--- src/rtl/floor_call_scheduler_if.sv ---
// Bus between the call buttons, the floor mover and floor_call_scheduler.
// door_hold is present only when DOOR_HOLD_EN is defined.
interface floor_call_scheduler_if #(
   parameter int N_FLOORS = 4
);
   // No valid/ready handshake: call_req and cur_floor are levels sampled on every clk,
   // tick is a one-clk strobe, and every output is a registered level.
   logic                tick;
   logic [N_FLOORS-1:0] call_req;
   logic [N_FLOORS-1:0] cur_floor;
   logic [N_FLOORS-1:0] target_floor;
   logic                door_open;
   logic                moving;
   logic                dir_up;
   logic [N_FLOORS-1:0] pending;
   logic [1:0]          state_dbg;
`ifdef DOOR_HOLD_EN
   logic                door_hold;
`endif

   modport master (
      output tick, call_req, cur_floor,
`ifdef DOOR_HOLD_EN
      output door_hold,
`endif
      input  target_floor, door_open, moving, dir_up, pending, state_dbg
   );

   modport slave (
      input  tick, call_req, cur_floor,
`ifdef DOOR_HOLD_EN
      input  door_hold,
`endif
      output target_floor, door_open, moving, dir_up, pending, state_dbg
   );
endinterface

--- src/rtl/floor_call_scheduler.sv ---
// SCAN floor-call scheduler: latches calls, picks the next target floor and runs the door dwell.
// Optional DOOR_HOLD_EN adds door_hold, which freezes the dwell counter at 0 while asserted.
module floor_call_scheduler #(
   parameter int N_FLOORS   = 4,
   parameter int DOOR_TICKS = 3
) (
   input logic                    clk,
   input logic                    reset,
   floor_call_scheduler_if.slave  bus
);

   typedef enum logic [1:0] {
      S_IDLE = 2'd0,
      S_MOVE = 2'd1,
      S_DOOR = 2'd2
   } state_t;

   localparam logic [N_FLOORS-1:0] LP_FLOOR0 = {{(N_FLOORS-1){1'b0}}, 1'b1};
   localparam logic [3:0]          LP_LAST   = 4'(DOOR_TICKS - 1);

   state_t              r_state;
   logic [N_FLOORS-1:0] r_pending;
   logic [N_FLOORS-1:0] r_target;
   logic                r_dir_up;
   logic [3:0]          r_cnt;

   state_t              w_state_nxt;
   logic [N_FLOORS-1:0] w_target_nxt;
   logic                w_dir_nxt;
   logic [3:0]          w_cnt_nxt;
   logic [N_FLOORS-1:0] w_clear;
   logic                w_cur_valid;
   logic [N_FLOORS-1:0] w_near_up;
   logic [N_FLOORS-1:0] w_near_dn;
   logic [N_FLOORS-1:0] w_sel;
   logic                w_sel_dir;
   logic                w_hold;

   // Nearest pending floor strictly above the one-hot floor cur.
   function automatic logic [N_FLOORS-1:0] f_near_up(input logic [N_FLOORS-1:0] pend,
                                                      input logic [N_FLOORS-1:0] cur);
      logic                seen;
      logic [N_FLOORS-1:0] res;
      seen = 1'b0;
      res  = '0;
      for (int i = 0; i < N_FLOORS; i++) begin
         if (seen && pend[i] && (res == '0)) res[i] = 1'b1;
         if (cur[i]) seen = 1'b1;
      end
      return res;
   endfunction

   // Nearest pending floor strictly below the one-hot floor cur.
   function automatic logic [N_FLOORS-1:0] f_near_dn(input logic [N_FLOORS-1:0] pend,
                                                      input logic [N_FLOORS-1:0] cur);
      logic                seen;
      logic [N_FLOORS-1:0] res;
      seen = 1'b0;
      res  = '0;
      for (int i = N_FLOORS - 1; i >= 0; i--) begin
         if (seen && pend[i] && (res == '0)) res[i] = 1'b1;
         if (cur[i]) seen = 1'b1;
      end
      return res;
   endfunction

`ifdef DOOR_HOLD_EN
   assign w_hold = bus.door_hold;
`else
   assign w_hold = 1'b0;
`endif

   assign w_cur_valid = $onehot(bus.cur_floor);
   assign w_near_up   = f_near_up(r_pending, bus.cur_floor);
   assign w_near_dn   = f_near_dn(r_pending, bus.cur_floor);

   // Keep the scan direction if it still has work, otherwise flip.
   always_comb begin
      w_sel     = '0;
      w_sel_dir = r_dir_up;
      if (r_dir_up) begin
         if (w_near_up != '0) begin
            w_sel     = w_near_up;
            w_sel_dir = 1'b1;
         end else begin
            w_sel     = w_near_dn;
            w_sel_dir = 1'b0;
         end
      end else begin
         if (w_near_dn != '0) begin
            w_sel     = w_near_dn;
            w_sel_dir = 1'b0;
         end else begin
            w_sel     = w_near_up;
            w_sel_dir = 1'b1;
         end
      end
   end

   always_comb begin
      w_state_nxt  = r_state;
      w_target_nxt = r_target;
      w_dir_nxt    = r_dir_up;
      w_cnt_nxt    = r_cnt;
      if (w_cur_valid) begin
         case (r_state)
            S_IDLE: begin
               if ((r_pending & bus.cur_floor) != '0) begin
                  w_state_nxt  = S_DOOR;
                  w_target_nxt = bus.cur_floor;
                  w_cnt_nxt    = 4'd0;
               end else if (r_pending != '0) begin
                  w_state_nxt  = S_MOVE;
                  w_target_nxt = w_sel;
                  w_dir_nxt    = w_sel_dir;
               end else begin
                  w_target_nxt = bus.cur_floor;
               end
            end
            S_MOVE: begin
               // En-route pickup only ever pulls the target closer; MOVE never reverses.
               if (bus.cur_floor == r_target) begin
                  w_state_nxt = S_DOOR;
                  w_cnt_nxt   = 4'd0;
               end else if (r_dir_up) begin
                  if ((w_near_up != '0) && (w_near_up < r_target)) w_target_nxt = w_near_up;
               end else begin
                  if (w_near_dn > r_target) w_target_nxt = w_near_dn;
               end
            end
            S_DOOR: begin
               if ((bus.call_req & bus.cur_floor) != '0) begin
                  w_cnt_nxt = 4'd0;
               end else if (w_hold) begin
                  w_cnt_nxt = 4'd0;
               end else if (bus.tick) begin
                  if (r_cnt == LP_LAST) begin
                     w_cnt_nxt = 4'd0;
                     if (w_sel != '0) begin
                        w_state_nxt  = S_MOVE;
                        w_target_nxt = w_sel;
                        w_dir_nxt    = w_sel_dir;
                     end else begin
                        w_state_nxt  = S_IDLE;
                     end
                  end else begin
                     w_cnt_nxt = r_cnt + 4'd1;
                  end
               end
            end
            default: begin
               w_state_nxt = S_IDLE;
            end
         endcase
      end
   end

   // Clearing beats a simultaneous new call on the same floor.
   assign w_clear = (w_cur_valid && ((r_state == S_DOOR) || (w_state_nxt == S_DOOR)))
                    ? bus.cur_floor : '0;

   always_ff @(posedge clk or posedge reset) begin
      if (reset) begin
         r_state   <= S_IDLE;
         r_pending <= '0;
         r_target  <= LP_FLOOR0;
         r_dir_up  <= 1'b1;
         r_cnt     <= 4'd0;
      end else begin
         r_state   <= w_state_nxt;
         r_pending <= (r_pending | bus.call_req) & ~w_clear;
         r_target  <= w_target_nxt;
         r_dir_up  <= w_dir_nxt;
         r_cnt     <= w_cnt_nxt;
      end
   end

   assign bus.target_floor = r_target;
   assign bus.door_open    = (r_state == S_DOOR);
   assign bus.moving       = (r_state == S_MOVE);
   assign bus.dir_up       = r_dir_up;
   assign bus.pending      = r_pending;
   assign bus.state_dbg    = r_state;

endmodule

--- src/flat_wrapper.sv ---
// flat-port wrapper written by rule: the top's interface ports become plain ports
module floor_call_scheduler_flat 
#(
   parameter int N_FLOORS   = 4,
   parameter int DOOR_TICKS = 3
)
  (clk, reset, bus_tick, bus_call_req, bus_cur_floor, bus_target_floor, bus_door_open, bus_moving, bus_dir_up, bus_pending, bus_state_dbg);
  floor_call_scheduler_if #(.N_FLOORS(N_FLOORS)) bus_i ();
  input logic clk;
  input logic reset;
  input wire logic [$bits(bus_i.tick)-1:0] bus_tick;
  input wire logic [$bits(bus_i.call_req)-1:0] bus_call_req;
  input wire logic [$bits(bus_i.cur_floor)-1:0] bus_cur_floor;
  output wire logic [$bits(bus_i.target_floor)-1:0] bus_target_floor;
  output wire logic [$bits(bus_i.door_open)-1:0] bus_door_open;
  output wire logic [$bits(bus_i.moving)-1:0] bus_moving;
  output wire logic [$bits(bus_i.dir_up)-1:0] bus_dir_up;
  output wire logic [$bits(bus_i.pending)-1:0] bus_pending;
  output wire logic [$bits(bus_i.state_dbg)-1:0] bus_state_dbg;
  assign bus_i.tick = bus_tick;
  assign bus_i.call_req = bus_call_req;
  assign bus_i.cur_floor = bus_cur_floor;
  assign bus_target_floor = bus_i.target_floor;
  assign bus_door_open = bus_i.door_open;
  assign bus_moving = bus_i.moving;
  assign bus_dir_up = bus_i.dir_up;
  assign bus_pending = bus_i.pending;
  assign bus_state_dbg = bus_i.state_dbg;
  floor_call_scheduler #(.N_FLOORS(N_FLOORS), .DOOR_TICKS(DOOR_TICKS)) u_core (.clk(clk), .reset(reset), .bus(bus_i));
endmodule
--- config.mk ---
export PLATFORM = sky130hd
export DESIGN_NAME = floor_call_scheduler_flat
export DESIGN_NICKNAME = d
export VERILOG_FILES = /design/src/rtl/floor_call_scheduler_if.sv /design/src/rtl/floor_call_scheduler.sv /design/src/flat_wrapper.sv
export SDC_FILE = /design/constraint.sdc
export NUM_CORES = 1
export LEC_CHECK = 0
export CAP_MARGIN = 0
export CORE_UTILIZATION = 40
export DETAILED_ROUTE_END_ITERATION = 12
export GPL_ROUTABILITY_DRIVEN = 1
export GPL_TIMING_DRIVEN = 1
export HOLD_SLACK_MARGIN = 0.03
export PLACE_DENSITY = 0.75
export SYNTH_ARGS = -nofsm -noshare
export SYNTH_HDL_FRONTEND = slang
export SYNTH_SLANG_ARGS = --single-unit
--- constraint.sdc ---
create_clock -name clk -period 2.6 [get_ports clk]
set_clock_uncertainty 0.05 [all_clocks]
set_input_delay 0.39 -clock clk [delete_from_list [all_inputs] [get_ports clk]]
set_output_delay 0.39 -clock clk [all_outputs]
set_load 0.1 [all_outputs]
==> summary.md <==
| Metric | Value |
|---|---|
| DR DRC count | `0` |
| WL met2 | `2660 µm` |
| Pwr dens | `1310 mW/mm²` |
| First-pass GRT wire length | `8380 µm` |
| Cell row count | `22` |
| Worst slack at placement | `-818 ps` |
| Outcome | `finished, violations left` |
| GRT Residual Overflow | `0` |
| GRT Util Overall | `0.264` |
| Fmax | `0.369 GHz` |
| Antenna-violating nets left | `0` |
| Die width | `65.2 µm` |
| Critical path endpoint category | `flop` |
| Vias per cell | `5.58` |
| Starting DRC count in detailed routing | `83` |
| Final setup vio count | `6` |
| Final RePlAce weighted congestion | `0.880` |
| IO buf count | `23` |
| Post-synthesis async set-or-reset flop share | `1.00` |
| Synth Warn # | `0` |
| Least-Margin Pin Slew | `606 ps` |
| Clk pwr share | `0.061` |
| Drt wl/cell | `16.7 µm` |
| CTS tree | `yes` |
| Failing checks | `negative setup slack` |
| Most common cell after layout, fill and taps aside | `buf_4` |
| P&R area growth vs syn | `60.2%` |
| DR top layer | `met4` |
| Crit path from | `u_core.bus.pending[2]` |
| Final period utilization | `1.04` |
| Reg-to-Reg Start | `u_core.bus.pending[2]` |
| Hold path start | `bus_cur_floor[3]` |
| ANT cells | `0` |
| Data arrival, critical path | `2800 ps` |
| Register clock-pin slew on the reported worst setup and hold paths | `70 ps` |
| Worst Path Max Fanout | `4` |
| Post-Route M1 WL | `2240 µm` |
| Vias | `1814` |
| MaxCap Viol Count | `0` |
| Mapped cell area | `0.00160 mm²` |
| Hold crit path type | `in -> reg` |
| Syn Area/Cell | `8.49 µm²` |
| Post-layout instance area | `0.00256 mm²` |
| Placed cell area | `0.00215 mm²` |
| Synthesized flop and latch total | `15` |
| Period minus WS final | `2710 ps` |
| Nets | `305` |
| Largest net degree at the start of global routing | `16` |
| Skew-Pair Late Insertion Delay | `260 ps` |
| Seq pwr share | `0.129` |
| Top_reg_cell synth | `dfrtp_1` |
| Root Buffer | `clkbuf_8` |
| Internal Pwr Total | `1.50 mW` |
| Switch share | `0.552` |
| Post-synth cell types | `61` |
| Clock Sinks | `15` |
| Post-DP HPWL | `3500 µm` |
| Total Power | `3.34 mW` |
| Clock buffer depth | `2` |
| Final Worst Setup Slack | `-113 ps` |
| Commonest non-fill, non-tap cells in the layout | `buf_4 (80), a21oi_1 (16), nand2_1 (15)` |
| IO Pins | `24` |
| Relative slew margins | `0.595` |
| CTS Buf Count | `3` |
| Hold Fails Final Rpt | `0` |
| Share of cells above drive strength 1 | `0.520` |
| Post-placement cell count | `293` |
| Worst vdd ir | `0.720 mV` |
| Logic pwr share | `0.811` |
| Htree depth | `1` |
| Setup Crit Path Kind | `reg -> reg` |
| CP required | `2690 ps` |
| Die area | `0.00425 mm²` |
| Vias in the first global route | `1789` |
| Register area share after synthesis | `0.237` |
| Cell count after synthesis | `188` |
| Pre-Repair DR Iteration Count | `4` |
| Final Max Slew Viols | `0` |
| DR WL met3 | `275 µm` |
| Die H | `65.2 µm` |
| LEAKAGE | `1.14 nW` |
| EDFF count, synth | `0` |
| Effective utilization at floorplan | `0.426` |
| Initial antenna violation count | `0` |
| Core Region | `0.00374 mm²` |
| Post-Layout Cell Count | `325` |
| Net switching power | `1.84 mW` |
| Total Routed Length | `5420 µm` |
| Total nets after synthesis | `215` |
| Critical Path Start Type | `flop` |
| RSZ-0062 raised after global routing | `yes` |
-- what timing repair did --
action | 4_1_cts | 5_1_grt
gates resized for setup | 27 | 19
endpoints found under the setup margin | 15 | 14
hold buffers | 0 | 0
hold endpoints to repair | 0 | 0
pin swaps | 15 | 10
buffers inserted | 28 | 1
-- metrics by stage --
stage          hold slack [ps]  utilization  TNS, ps
6_report                   418        0.683     -474
5_1_grt                    436        0.683    -1240
4_1_cts                    415        0.656     -472
3_5_place_dp               474        0.575    -8310
3_3_place_gp               464        0.575    -7530
2_1_floorplan              240            -    -1390
-- Yosys cell counts, types with 3 or more instances --
library cell	instances	area, µm²
a21oi_1	17	85.1
nand2_1	16	60.1
ha_1	15	188
inv_1	14	52.6
nor2_1	14	52.6
dfrtp_1	13	325
o21ai_0	11	55.1
nor3_1	6	30.0
nand2b_1	4	25.0
xnor2_1	4	35.0
a221oi_1	3	26.3
a22o_1	3	26.3
buf_4	3	22.5
mux2_2	3	33.8
mux2_4	3	45.0
nand3_1	3	15.0
o21ai_1	3	15.0
o31ai_1	3	22.5
-- power by group through the flow --
stage                     sequential, mW  clock [mW]  combinational (mW)
after floorplan                     1.02           0                1.04
final                              0.430       0.203                2.71
after global routing               0.445       0.218                2.86
after global placement             0.426           0                2.26
after detailed placement           0.430           0                2.29
after CTS                          0.430       0.207                2.49
-- sequential cells by signal (all words and copies together), names as in the netlist --
register	count
u_core.r_cnt	4
u_core.bus.state_dbg	2
u_core.bus.pending	4
u_core.bus.target_floor	4
u_core.bus.dir_up	1
-- logic make-up after synthesis --
group / Yosys count / share of synthesized area
AOI/OAI and AO/OA: 62 / 0.278
xor gates and xnor gates: 4 / 0.0219
adders and majority gates: 16 / 0.130
buffers and inverters: 20 / 0.0596
DFF: 15 / 0.237
muxes: 8 / 0.0619
and+or+nand+nor: 63 / 0.212
-- layout make-up --
type                    instances  area [µm²]
well taps                      48        60.1
fillers                       298        1190
inverters                      14        52.6
clock buffers                   3        41.3
flip-flops and latches         15         387
multi-input cells             153        1310
clock inverters                 1        5.00
repair buffers                 91         706
-- per-layer routing --
layer,vias up,global-route usage
met5,-,0
met4,0,0.103
met3,28,0.0503
met2,78,0.472
met1,833,0.307
li1,875,-
-- worst max-delay path, stage by stage, from the launching register on --
cell and delay (ps):
dfrtp_4 480, and2_4 160, a21oi_2 110, nand3_2 110, ha_4 230, nand3_2 90
o21ai_2 80, nor4_2 280, o21ai_1 80, a2111o_1 410, a21oi_4 200, mux2_4 320
-- final timing paths --
check | to | slack (ps) | cells after the start
max in group asynchronous | u_core.bus.pending[2] | 1610 | 2
min reg2reg | u_core.bus.state_dbg[0] | 500 | 2
max reg2reg | u_core.bus.target_floor[1] | -110 | 11
max | u_core.bus.target_floor[1] | -110 | 11
min | u_core.bus.pending[3] | 420 | 3
min in group asynchronous | u_core.r_cnt[0] | 440 | 2
No activity file was read; power rests on OpenSTA's default activity.
